## src/rtl/boot_rom_overlay.sv

```systemverilog
// Boot ROM overlay: serves low CPU reads from a 256x8 sync PROM while boot is active,
// owns the 0xFF50 boot-disable register and forwards everything else to the cart bus.
module boot_rom_overlay #(
    parameter int unsigned CART_TIMEOUT = 255
) (
    input  logic        clk,
    input  logic        reset_n,
    input  logic        cpu_req,
    input  logic        cpu_we,
    input  logic [15:0] cpu_addr,
    input  logic [7:0]  cpu_wdata,
    output logic [7:0]  cpu_rdata,
    output logic        cpu_ack,
    output logic        prom_ce,
    output logic        prom_oce,
    output logic        prom_reset,
    output logic [7:0]  prom_ad,
    input  logic [7:0]  prom_dout,
    output logic        cart_req,
    output logic        cart_we,
    output logic [15:0] cart_addr,
    output logic [7:0]  cart_wdata,
    input  logic [7:0]  cart_rdata,
    input  logic        cart_ack,
    output logic        boot_active,
    output logic        cart_timeout
);

    localparam logic [15:0] LP_TIMEOUT = 16'(CART_TIMEOUT);
    localparam logic [15:0] LP_CTRL    = 16'hFF50;

    typedef enum logic [2:0] {
        S_IDLE,
        S_P_RD,
        S_P_DATA,
        S_C_WAIT,
        S_ACK
    } state_t;

    state_t      r_state;
    logic [7:0]  r_rdata;
    logic        r_ack;
    logic        r_prom_ce;
    logic [7:0]  r_prom_ad;
    logic        r_cart_req;
    logic        r_cart_we;
    logic [15:0] r_cart_addr;
    logic [7:0]  r_cart_wdata;
    logic        r_boot;
    logic        r_timeout;
    logic [15:0] r_wait_cnt;

    logic        w_is_ctrl;
    logic        w_is_boot_rd;
    logic [15:0] w_cnt_next;

    assign w_is_ctrl    = (cpu_addr == LP_CTRL);
    assign w_is_boot_rd = r_boot && !cpu_we && (cpu_addr[15:8] == 8'h00);
    assign w_cnt_next   = r_wait_cnt + 16'd1;

    always_ff @(posedge clk or negedge reset_n) begin
        if (!reset_n) begin
            r_state      <= S_IDLE;
            r_rdata      <= 8'h00;
            r_ack        <= 1'b0;
            r_prom_ce    <= 1'b0;
            r_prom_ad    <= 8'h00;
            r_cart_req   <= 1'b0;
            r_cart_we    <= 1'b0;
            r_cart_addr  <= 16'h0000;
            r_cart_wdata <= 8'h00;
            r_boot       <= 1'b1;
            r_timeout    <= 1'b0;
            r_wait_cnt   <= 16'h0000;
        end else begin
            r_ack     <= 1'b0;
            r_timeout <= 1'b0;
            case (r_state)
                S_IDLE: begin
                    if (cpu_req) begin
                        if (w_is_ctrl) begin
                            if (cpu_we) begin
                                if (cpu_wdata != 8'h00) r_boot <= 1'b0;
                            end else begin
                                r_rdata <= {7'b1111111, ~r_boot};
                            end
                            r_ack   <= 1'b1;
                            r_state <= S_ACK;
                        end else if (w_is_boot_rd) begin
                            r_prom_ad <= cpu_addr[7:0];
                            r_prom_ce <= 1'b1;
                            r_state   <= S_P_RD;
                        end else begin
                            r_cart_req   <= 1'b1;
                            r_cart_we    <= cpu_we;
                            r_cart_addr  <= cpu_addr;
                            r_cart_wdata <= cpu_wdata;
                            r_wait_cnt   <= 16'h0000;
                            r_state      <= S_C_WAIT;
                        end
                    end
                end
                S_P_RD: begin
                    r_prom_ce <= 1'b0;
                    r_state   <= S_P_DATA;
                end
                S_P_DATA: begin
                    r_rdata <= prom_dout;
                    r_ack   <= 1'b1;
                    r_state <= S_ACK;
                end
                S_C_WAIT: begin
                    // cart_ack is checked first so a late ack in the timeout cycle still wins
                    if (cart_ack) begin
                        if (!r_cart_we) r_rdata <= cart_rdata;
                        r_cart_req <= 1'b0;
                        r_ack      <= 1'b1;
                        r_state    <= S_ACK;
                    end else begin
                        r_wait_cnt <= w_cnt_next;
                        if (w_cnt_next == LP_TIMEOUT) begin
                            if (!r_cart_we) r_rdata <= 8'hFF;
                            r_cart_req <= 1'b0;
                            r_timeout  <= 1'b1;
                            r_ack      <= 1'b1;
                            r_state    <= S_ACK;
                        end
                    end
                end
                S_ACK: begin
                    r_state <= S_IDLE;
                end
                default: begin
                    r_prom_ce  <= 1'b0;
                    r_cart_req <= 1'b0;
                    r_state    <= S_IDLE;
                end
            endcase
        end
    end

    assign cpu_rdata    = r_rdata;
    assign cpu_ack      = r_ack;
    assign prom_ce      = r_prom_ce;
    assign prom_oce     = 1'b1;
    assign prom_reset   = ~reset_n;
    assign prom_ad      = r_prom_ad;
    assign cart_req     = r_cart_req;
    assign cart_we      = r_cart_we;
    assign cart_addr    = r_cart_addr;
    assign cart_wdata   = r_cart_wdata;
    assign boot_active  = r_boot;
    assign cart_timeout = r_timeout;

endmodule

```

## config.mk

```make
export PLATFORM = sky130hd
export DESIGN_NAME = boot_rom_overlay
export DESIGN_NICKNAME = d
export VERILOG_FILES = /design/src/rtl/boot_rom_overlay.sv
export SDC_FILE = /design/constraint.sdc
export NUM_CORES = 1
export LEC_CHECK = 0
export CAP_MARGIN = 15
export CORE_ASPECT_RATIO = 2
export CORE_UTILIZATION = 43
export CTS_CLUSTER_SIZE = 8
export DETAILED_ROUTE_END_ITERATION = 6
export GPL_TIMING_DRIVEN = 0
export HOLD_SLACK_MARGIN = 0.15
export PLACE_DENSITY = 0.76
export SYNTH_ARGS = -nofsm -noshare
export SYNTH_HDL_FRONTEND = slang
export SYNTH_SLANG_ARGS = --single-unit
```

## constraint.sdc

```tcl
create_clock -name clk -period 2.1 [get_ports clk]
set_input_delay 0.42 -clock clk [delete_from_list [all_inputs] [get_ports clk]]
set_output_delay 0.42 -clock clk [all_outputs]
set_load 0.03 [all_outputs]
```

==> results.json <==
{
  "status": "finished with violations",
  "violations": "setup timing",
  "cts.sinks": 65,
  "cts_tree": "built",
  "cts_root_buf": "clkbuf_16",
  "wl_per_cell_um": 18.1,
  "antenna_left": 0,
  "grt_overflow_total": 0,
  "synth_nets": 333,
  "worst_pin_slew_ps": 830,
  "ir_drop_mv": 1.03,
  "maxSlewHeadroom_pct": 44.6,
  "coreArea_um2": 7210,
  "synth.avg_cell_area_um2": 11.1,
  "hp-class": "primary input to asynchronous set/reset pin",
  "clkTransAtPathRegs_ps": 50,
  "cp_max_fo": 6,
  "crit_path_start_kind": "flip-flop",
  "die_x_um": 62.8,
  "clock.fmax_mhz": 465,
  "die_height_um": 124,
  "drive_above_1_share_pct": 33.3,
  "area_delta_synth_final_pct": 57.3,
  "seqCellArea_um2": 1640,
  "power_w": 0.00656,
  "synth-seq-cells": 65,
  "yosysWarningCount": 0,
  "drv_slew": 0,
  "regToRegStartpoint": "boot_active",
  "seq_area_frac_synth_pct": 51.2,
  "fill_cells": 521,
  "rsz0062_at_grt": "true",
  "rows": 44,
  "cap_violations": 0,
  "insertedDiodeCount": 0,
  "synthArstFlopShare_pct": 100,
  "ys_types": 53,
  "ys.flop_type": "dfrtp_1",
  "worst-setup-path-type": "flip-flop to flip-flop",
  "dieArea_um2": 7770,
  "clk_path_buf_depth": 2,
  "nets": 458,
  "critPathCaptureType": "flip-flop",
  "worstSkewPairLatency_ps": 340,
  "grt_usage_pct": 24.6,
  "drt_wl_total_um": 9190,
  "power_density_nw_per_um2": 1310,
  "fin_crit_sh_pct": 102,
  "period_needed_ps": 2150,
  "finalHoldViolCount": 0,
  "drc": 0,
  "utilization_pct": 69.4,
  "antenna_found_initial": 0,
  "dp_hpwl_um": 6150,
  "vias": 2851,
  "start_util_pct": 44.1,
  "dr.pass1.iters": 5,
  "final_area_um2": 5000,
  "synth-edff-count": 0,
  "grt_pass1_vias": 2936,
  "setup_viol": 6,
  "io-pin-count": 93,
  "p_leak_nw": 2.16,
  "viasPerCell": 5.62,
  "cts_buffers": 9,
  "clock_skew_ps": 6.28,
  "multi_input_area_um2": 1720,
  "grt_start_max_net_pins": 67,
  "htreeDepth": 3,
  "cp-startpoint": "boot_active",
  "dr.first_iter.drc_count": 149,
  "place_congestion": 0.890,
  "postSynthCellCount": 286,
  "place_area_um2": 4310,
  "synth_area_um2": 3180,
  "worst_slack_ps": -49.3,
  "required_ps": 2320,
  "crit_arrival_ps": 2370,
  "grt_pass1_wl_um": 14300,
  "portBuffers": 90
}
==> layout make-up <==
| type | instances | area share [%] |
|---|---|---|
| clock inverter | 3 | 0.350 |
| tap | 92 | 2.30 |
| sequential | 65 | 32.7 |
| multi-input combinational | 198 | 34.3 |
| buffer | 11 | 1.85 |
| timing repair buffer | 119 | 23.0 |
| clock buffer | 12 | 4.93 |
| inverter | 7 | 0.525 |
==> power breakdown <==
part	internal (W)	switching [W]	total, W
registers	0.00164	0.000319	0.00196
logic	0.00164	0.00161	0.00325
clock network	0.000819	0.000530	0.00135
==> critical path, cell delays in order (launching register included) <==
cell and delay (ps):
dfstp_2 530, or4b_4 470, nor4_4 240, or3_4 260
buf_12 130, buf_12 110, mux2_4 290
==> sequential cells by signal, indices dropped and copies added (netlist names) <==
name	flops
cart_addr	16
r_wait_cnt	16
cart_wdata	8
cpu_rdata	8
prom_ad	8
r_state	3
boot_active	1
cart_req	1
cart_timeout	1
cart_we	1
cpu_ack	1
prom_ce	1
==> synthesized netlist by cell type, drive strengths merged, types with 4 or more instances <==
master / count / area share, %
a21oi: 5 / 0.79
and2: 5 / 0.98
and3: 5 / 0.98
buf: 6 / 1.3
clkbuf: 10 / 1.2
dfrtp: 64 / 50
inv: 7 / 0.83
mux2: 33 / 12
nand2: 21 / 2.5
nand3: 16 / 2.5
nand4: 9 / 1.8
nor2: 14 / 1.7
nor4: 4 / 1.5
o21ai: 23 / 3.6
o22ai: 8 / 1.6
o31ai: 4 / 0.94
o32a: 7 / 2.5
xor2: 5 / 1.4
==> cell usage in the layout (no fill, tap or decap), drive strengths merged, types with 3 or more instances in the layout <==
cell type,count
a21oi,5
and2,5
and3,5
and4,3
buf,41
clkbuf,20
clkdlybuf4s50,72
dfrtp,64
dlygate4sd2,8
inv,7
mux2,33
nand2,21
nand3,16
nand4,9
nor2,14
nor4,4
o21ai,23
o22ai,8
o31ai,4
o32a,7
or4b,3
xor2,5
==> logic make-up after synthesis <==
family | synth area share (%)
and+or+nand+nor | 16.7
adders and majority gates | 0.787
xor gates and xnor gates | 1.93
DFF | 51.2
AOI/OAI and AO/OA | 13.9
muxes | 12.0
other | 0.118
buffers and inverters | 3.38
==> what timing repair did <==
item,in CTS,in global routing
pin swaps,12,13
resized for setup,66,39
endpoints found under the setup margin,64,56
endpoints found under the hold margin,64,64
gates cloned,1,0
setup buffers,15,13
==> path summary, 6_finish.rpt <==
kind	endpoint	slack [ps]	cells past startpoint
setup / recovery	cart_addr[4]	-50	6
hold / removal	cart_wdata[6]	60	1
setup reg to reg	cart_addr[4]	-50	6
hold reg to reg	prom_ad[6]	500	1
max in group asynchronous	r_state[2]	1640	1
min in group clk	cart_addr[3]	310	2
==> layer usage <==
layer | part of all wire, % | vias up | global-route usage, %
met4 | 4.1 | 0 | 16.7
li1 | - | 1311 | -
met3 | 4.2 | 32 | 5.04
met1 | 37 | 1405 | 25.9
met5 | 0 | - | 0
met2 | 55 | 103 | 43.8
==> stage by stage <==
| stage | TNS [ps] | worst slack [ps] | hold WS [ps] | cells |
|---|---|---|---|---|
| after floorplan | -5760 | -170 | 124 | 286 |
| after global placement | -141410 | -2130 | 477 | 468 |
| after detailed placement | -42790 | -814 | 490 | 468 |
| after CTS | -854 | -97.3 | 86.7 | 496 |
| after global routing | -1350 | -114 | 115 | 507 |
| final | -258 | -49.3 | 62.9 | 507 |
Note: power is estimated with default switching activity, not from simulation.
